<file path="src/rtl/mem_arbiter.sv">
// Two-requester (core, loader) arbiter for one shared memory; req->ready latency MEM_LAT+1, period MEM_LAT+2.
// Requesters hold req and fields until their ready pulse; grants change only in IDLE, loader lock bounded by MAX_BURST.
module mem_arbiter #(
  parameter int AW        = 32,
  parameter int DW        = 32,
  parameter int MEM_LAT   = 1,
  parameter int MAX_BURST = 16
) (
  input  logic          clk,
  input  logic          reset,
  input  logic          c_req,
  input  logic          c_we,
  input  logic [AW-1:0] c_addr,
  input  logic [DW-1:0] c_wdata,
  output logic [DW-1:0] c_rdata,
  output logic          c_ready,
  input  logic          l_req,
  input  logic          l_lock,
  input  logic          l_we,
  input  logic [AW-1:0] l_addr,
  input  logic [DW-1:0] l_wdata,
  output logic [DW-1:0] l_rdata,
  output logic          l_ready,
  output logic          mem_en,
  output logic          mem_we,
  output logic [AW-1:0] mem_addr,
  output logic [DW-1:0] mem_wdata,
  input  logic [DW-1:0] mem_rdata,
  output logic [1:0]    owner
);

  localparam int CW = (MEM_LAT > 1) ? $clog2(MEM_LAT) : 1;
  localparam int BW = $clog2(MAX_BURST + 1);

  localparam logic [1:0] OWN_IDLE = 2'b00;
  localparam logic [1:0] OWN_CORE = 2'b01;
  localparam logic [1:0] OWN_LDR  = 2'b10;

  typedef enum logic [1:0] {IDLE, ISSUE, WAIT, DONE} state_t;

  state_t        state, state_nxt;
  logic [CW-1:0] wait_cnt, wait_cnt_nxt;
  logic [BW-1:0] burst_cnt, burst_cnt_nxt;
  logic          last_grant, last_grant_nxt;  // 1 = loader had the last grant
  logic          we_q;
  logic          gnt_core, gnt_ldr;

  always_comb begin
    gnt_core = 1'b0;
    gnt_ldr  = 1'b0;
    if (state == IDLE) begin
      if (c_req && !l_req) begin
        gnt_core = 1'b1;
      end else if (l_req && !c_req) begin
        gnt_ldr = 1'b1;
      end else if (c_req && l_req) begin
        if (l_lock && last_grant && (burst_cnt < BW'(MAX_BURST))) begin
          gnt_ldr = 1'b1;
        end else if (last_grant) begin
          gnt_core = 1'b1;
        end else begin
          gnt_ldr = 1'b1;
        end
      end
    end
  end

  always_ff @(posedge clk or posedge reset) begin
    if (reset) begin
      state      <= IDLE;
      wait_cnt   <= '0;
      burst_cnt  <= '0;
      last_grant <= 1'b1;
    end else begin
      state      <= state_nxt;
      wait_cnt   <= wait_cnt_nxt;
      burst_cnt  <= burst_cnt_nxt;
      last_grant <= last_grant_nxt;
    end
  end

  always_comb begin
    state_nxt      = state;
    wait_cnt_nxt   = wait_cnt;
    burst_cnt_nxt  = burst_cnt;
    last_grant_nxt = last_grant;
    case (state)
      IDLE: begin
        if (gnt_core || gnt_ldr) state_nxt = ISSUE;
      end
      ISSUE: begin
        wait_cnt_nxt = CW'(MEM_LAT - 1);
        state_nxt    = (MEM_LAT == 1) ? DONE : WAIT;
      end
      WAIT: begin
        wait_cnt_nxt = wait_cnt - CW'(1);
        if (wait_cnt <= CW'(1)) state_nxt = DONE;
      end
      DONE: begin
        state_nxt = IDLE;
      end
      default: begin
        state_nxt = IDLE;
      end
    endcase

    if (gnt_core) last_grant_nxt = 1'b0;
    if (gnt_ldr)  last_grant_nxt = 1'b1;

    // Saturate so a stuck lock can never wrap and re-starve the core
    if (!l_lock || gnt_core) begin
      burst_cnt_nxt = '0;
    end else if (gnt_ldr && c_req && (burst_cnt != BW'(MAX_BURST))) begin
      burst_cnt_nxt = burst_cnt + BW'(1);
    end
  end

  always_ff @(posedge clk or posedge reset) begin
    if (reset) begin
      owner     <= OWN_IDLE;
      we_q      <= 1'b0;
      mem_addr  <= '0;
      mem_wdata <= '0;
    end else if (gnt_core) begin
      owner     <= OWN_CORE;
      we_q      <= c_we;
      mem_addr  <= c_addr;
      mem_wdata <= c_wdata;
    end else if (gnt_ldr) begin
      owner     <= OWN_LDR;
      we_q      <= l_we;
      mem_addr  <= l_addr;
      mem_wdata <= l_wdata;
    end else if (state == DONE) begin
      owner <= OWN_IDLE;
    end
  end

  always_comb begin
    mem_en  = (state == ISSUE);
    mem_we  = mem_en & we_q;
    c_ready = (state == DONE) && (owner == OWN_CORE);
    l_ready = (state == DONE) && (owner == OWN_LDR);
    c_rdata = c_ready ? mem_rdata : '0;
    l_rdata = l_ready ? mem_rdata : '0;
  end

endmodule
</file>
<file path="config.mk">
export PLATFORM = sky130hd
export DESIGN_NAME = mem_arbiter
export DESIGN_NICKNAME = d
export VERILOG_FILES = /design/src/rtl/mem_arbiter.sv
export SDC_FILE = /design/constraint.sdc
export NUM_CORES = 1
export LEC_CHECK = 0
export CAP_MARGIN = 15
export CORE_AREA = 2 2 118 120
export DETAILED_ROUTE_END_ITERATION = 10
export DIE_AREA = 0 0 120 122
export GPL_ROUTABILITY_DRIVEN = 1
export PLACE_DENSITY = 0.73
export SLEW_MARGIN = 15
export SYNTH_ARGS = -nofsm -noshare
export SYNTH_HDL_FRONTEND = slang
export SYNTH_SLANG_ARGS = --single-unit
</file>
<file path="constraint.sdc">
create_clock -name clk -period 3 [get_ports clk]
set_input_delay 0.45 -clock clk [delete_from_list [all_inputs] [get_ports clk]]
set_output_delay 0.45 -clock clk [all_outputs]
set_load 0.05 [all_outputs]
</file>
After elaboration in Yosys (flattened, before gate mapping)
Cells that the tools add are included. W data, S select, Z words.

Input bits: 167. Register bits after elaboration: 76. Word-level logic and storage cells: 72. Output and inout port bits: 134.

Multiplexer cells: 31. Equality and inequality tests: 8. $lt $le $gt $ge: 2. Reduce and logical (&&, ||, !) cells: 20. Bitwise logic cells: 1. Add/sub/neg operators: 2.

Operators with widths (number): $mux W32 (6); $mux W1 (16); $mux W2 (5); $mux W5 (2); $logic_and A1 B1 Y1 (9); $pmux W2 S4 (1); $eq A2 B2 Y1 const B (3); $reduce_bool A2 Y1 (3); $add A5 B1 Y5 const B (1); $lt A5 B5 Y1 const B (1); $ne A5 B5 Y1 const B (1); $eq A2 B1 Y1 const B (2); $logic_not A1 Y1 (3); $reduce_bool A3 Y1 (1); $logic_not A2 Y1 (1); $logic_or A1 B1 Y1 (2); $ne A2 B1 Y1 const B (1); $ne A2 B2 Y1 const B (1); $pmux W1 S2 (1); $reduce_and A2 Y1 (1); $and A1 B1 Y1 (1); $le A1 B1 Y1 const B (1); $sub A1 B1 Y1 const B (1).

Depth between registers and ports, before layout
Depth after elaboration: 11. Depth in mapped cells: 7. Gate-level depth less buffers: 6.

Worst setup path after synthesis
Ideal clock, no wire load.

Kind: reg2out. Start: reg owner[1]. End: out l_rdata[22]. Required time: 2.550 ns. Buffers on the path: 1. Slack: 0.357 ns. Stages on the path, launching flop included: 4. Arrival: 2.193 ns. Path through: dfrtp_1 > nor3b_1 > clkbuf_1 > and2_1.

Word-level cells in the longest chain between the ends: 3.

RTL lines: from (decl) (RTL line 29) `output logic [1:0] owner`; from (signal assigned) (RTL line 120) `owner <= OWN_IDLE;`; from (signal assigned) (RTL line 125) `owner <= OWN_CORE;`; from (signal assigned) (RTL line 130) `owner <= OWN_LDR;`; $eq A2 B2 Y1 (RTL line 143) `l_ready = (state == DONE) && (owner == OWN_LDR);`; $logic_and A1 B1 Y1 (RTL line 143); named net l_ready (RTL line 23) `output logic l_ready,`; $mux W32 (RTL line 145) `l_rdata = l_ready ? mem_rdata : '0;`; to (decl) (RTL line 22) `output logic [DW-1:0] l_rdata,`.

The timed path passes the listed nets, and every way through them passes these cells.

Worst setup path in the final report
Start: reg state[0]. End: out l_ready.

Word-level cells in the longest chain between the ends: 2.

RTL lines: from (decl) (RTL line 41) `state_t state, state_nxt;`; from (signal assigned) (RTL line 75) `state <= state_nxt;`; $eq A2 B2 Y1 (RTL line 143); $logic_and A1 B1 Y1 (RTL line 143); to (decl) (RTL line 23).

Every way passes these cells.

==> qor.csv <==
stage,metric,value,unit
clock_tree,htree depth,3,
synth,predominant post-synthesis flop cell,dfrtp_1,
place,number of port buffers,300,
power,Internal,3.78,mW
place,Area after DPL,7540,um2
clock_tree,CTS root buffer,clkbuf_16,
power,NetSw,3.60,mW
synth,flop and latch count out of synthesis,75,
sta,RSZ-0062 raised after global routing,no,
power,PwrDens,931,nW/um2
synth,Commonest cells post-synth,"dfrtp_1 (74), nor2_1 (72), a21oi_1 (67)",
critical_path,CP max FO,33,
sta,highest clock rate,358,MHz
sta,Worst-Margin Slew,0.730,ns
floorplanning,Core Area,13500,um2
layout,area of the multi-input gates,1990,um2
critical_path,Worst path slowest cell,clkdlybuf4s50_1,
critical_path,worst-path cell chain,ha_1 > inv_1 > nor3b_2 > buf_4 > clkdlybuf4s50_1,
layout,share of cells above drive strength 1,9.10,%
route,Routed WL,13800,um
outcome,status,completed,
route,vias per cell,4.55,
synth,number of synthesized flops with an enable pin,0,
synth,post-synth top area share,45.2,%
place,gpl congestion,0.894,
sta,relative slew slack,51.4,%
global_routing,total grt overflow,0,
critical_path,Bufs and invs on worst path,3,
route,TritonRoute pass-1 iters,4,
layout,nets@finish,882,
global_routing,initial antenna violation count,1,
route,initial detailed-routing violation count,122,
global_routing,Total GRT Usage,17.8,%
synth,sequential area share after synthesis,45.8,%
sta,Setup WS post-layout,0.207,ns
floorplanning,Die X-Extent,120,um
sta,minimum clock period,2.79,ns
synth,"Async S/R FF share, synth",100,%
clock_tree,clk sinks,75,
synth,post-synth top area cell,dfrtp_1,
clock_tree,clock buffer depth,2,
layout,Sequential Area,1880,um2
global_routing,largest net degree at the start of global routing,81,
critical_path,kind of critical path,reg2out,
sta,final period utilization,93.1,%
sta,final setup vio count,0,
synth,most common cell in the netlist,dfrtp_1,
critical_path,Crit path max-delay family,buffers and inverters,
clock_tree,CTS buffer count,9,
global_routing,vias in the first global route,4049,
layout,Finished Cell Area,7920,um2
synth,Synth Warn #,0,
sta,fin. max-slew vios,0,
route,Final ANT Viol Nets,0,
clock_tree,"Clk Latency, worst-skew pair",0.32,ns
power,register share of total power,23.8,%
clock_tree,clock slew at reported path FFs,0.06,ns
clock_tree,TritonCTS clock tree,done,
power,Leakage,3.90,nW
layout,Synth-to-Final Area Change,93.3,%
synth,post-synthesis area per instance,9.80,um2
layout,Antenna Cells,0,
synth,Synth area leaders,"dfrtp_1 (45%), mux2i_1 (16%), and2_1 (9.9%)",
flow_run,max-cap violations,0,
synth,Synth Instances,418,
synth,post-synth net total,591,
power,switching share of total power,48.8,%
floorplanning,Initial Utilization,30.3,%
critical_path,Critical Path Start,state[0],
critical_path,Startpoint Class,register,
power,combinational power share,61.7,%
route,average routed wire per standard cell,15.4,um
critical_path,Critical R2R Launch,state[1],
power,maximum vdd ir drop,0.000530,V
route,# DRC,0,
sta,Fin Setup TNS,0,ns
sta,Final Hold Fails,0,
floorplanning,full die area,14600,um2
floorplanning,num rows,43,
power,Tot Pwr,7.37,mW
route,via count,4067,
sta,Setup Skew,0.00432,ns
critical_path,arrival time worst endpoint,2.34,ns
clock_tree,Post-CTS Setup Inserts,0,
power,power share of the clock group,14.5,%
hold_path,HP Class,in2async,
synth,Mapped Area,4100,um2
global_routing,first-pass GRT wire length,20400,um
synth,Cell variety after synth,31,
critical_path,Worst Path Required,2.55,ns
critical_path,critical path endpoint category,output pin,
layout,fill cell count,1129,
place,dpl ws,0.410,ns
floorplanning,DIE HEIGHT,122,um
floorplanning,# IOs,301,
place,Detailed Place HPWL,11100,um
critical_path,max incr delay on CP,0.85,ns
## repair_timing
item                       4_1_cts  5_1_grt
hold buffers                     0        0
setup endpoints to repair        0       32
resized for setup                0       32
## flip-flops by register name, summed over array words and instances (netlist names)
| name | count |
|---|---|
| we_q | 1 |
| mem_wdata | 32 |
| state | 2 |
| burst_cnt | 5 |
| owner | 2 |
| last_grant | 1 |
| mem_addr | 32 |
## cell usage in the layout (no fill, tap or decap), types with 2 or more instances in the layout
cell type,count
clkdlybuf4s50_1,235
dfrtp_1,74
nor2_1,72
a21oi_1,67
mux2i_1,66
and2_1,65
buf_12,35
dlymetal6s2s_1,32
clkbuf_16,9
inv_1,7
ha_1,6
buf_4,6
nand2_1,5
o21ai_0,4
nand3_1,4
xnor2_1,3
clkinv_2,3
a211oi_1,2
clkinv_4,2
## worst reg2reg max path, stage by stage, from the launching register on
cell and delay, ns:
dfrtp_1 0.40, inv_1 0.11, ha_1 0.29, nor2b_4 0.19, buf_4 0.56, nor2_1 0.15
a21oi_1 0.17
## power groups by stage
stage | registers, mW | logic [mW] | clock network [mW]
6_report | 1.76 | 4.55 | 1.07
5_1_grt | 1.82 | 4.77 | 1.15
4_1_cts | 1.76 | 4.60 | 1.10
3_5_place_dp | 1.78 | 4.59 | 0
3_3_place_gp | 1.75 | 4.51 | 0
2_1_floorplan | 3.25 | 1.38 | 0
## cell type report
type / instances / share of cell area [%]
clock buffers: 10 / 3.02
multi-input cells: 307 / 25.1
well taps: 180 / 2.84
flip-flops and latches: 75 / 23.7
clock inverters: 6 / 0.821
inverters: 8 / 0.395
repair buffers: 308 / 44.2
## layer usage
layer  part of all wire, %  vias to the layer above  wire, um  GRT usage (%)
met5                 0.080                        -        11              0
met4                   1.4                        2       187           4.49
met2                    54                      135      7430           33.0
li1                      -                     1987         -              -
met1                    38                     1924      5240           19.5
met3                   6.7                       19       919           5.76
## path summary, 6_finish.rpt
path | endpoint | slack, ns | depth (start not counted)
max | l_ready | 0.21 | 5
min | mem_addr[14] | 0.50 | 2
max reg2reg | mem_addr[2] | 1.06 | 6
min reg2reg | mem_wdata[1] | 0.52 | 2
max in group asynchronous | last_grant | 1.80 | 3
min in group clk | mem_wdata[1] | 0.52 | 2
## through the flow
stage	util [%]	hold WS, ns	instances
CTS	58.1	0.518	894
global placement	55.8	0.507	878
floorplan	-	0.487	418
global route	58.7	0.549	894
finish	58.7	0.501	894
detailed placement	55.8	0.515	878
## cell families after synthesis
logic type	share of synthesized area (%)
AND/OR/NAND/NOR	18.7
flip-flops	45.8
adder cells (fa/ha/maj)	1.83
AO/OA/AOI/OAI	11.0
buffers and inverters	5.95
multiplexers	16.1
XOR/XNOR	0.641
Power figures use the tool's default switching activity.
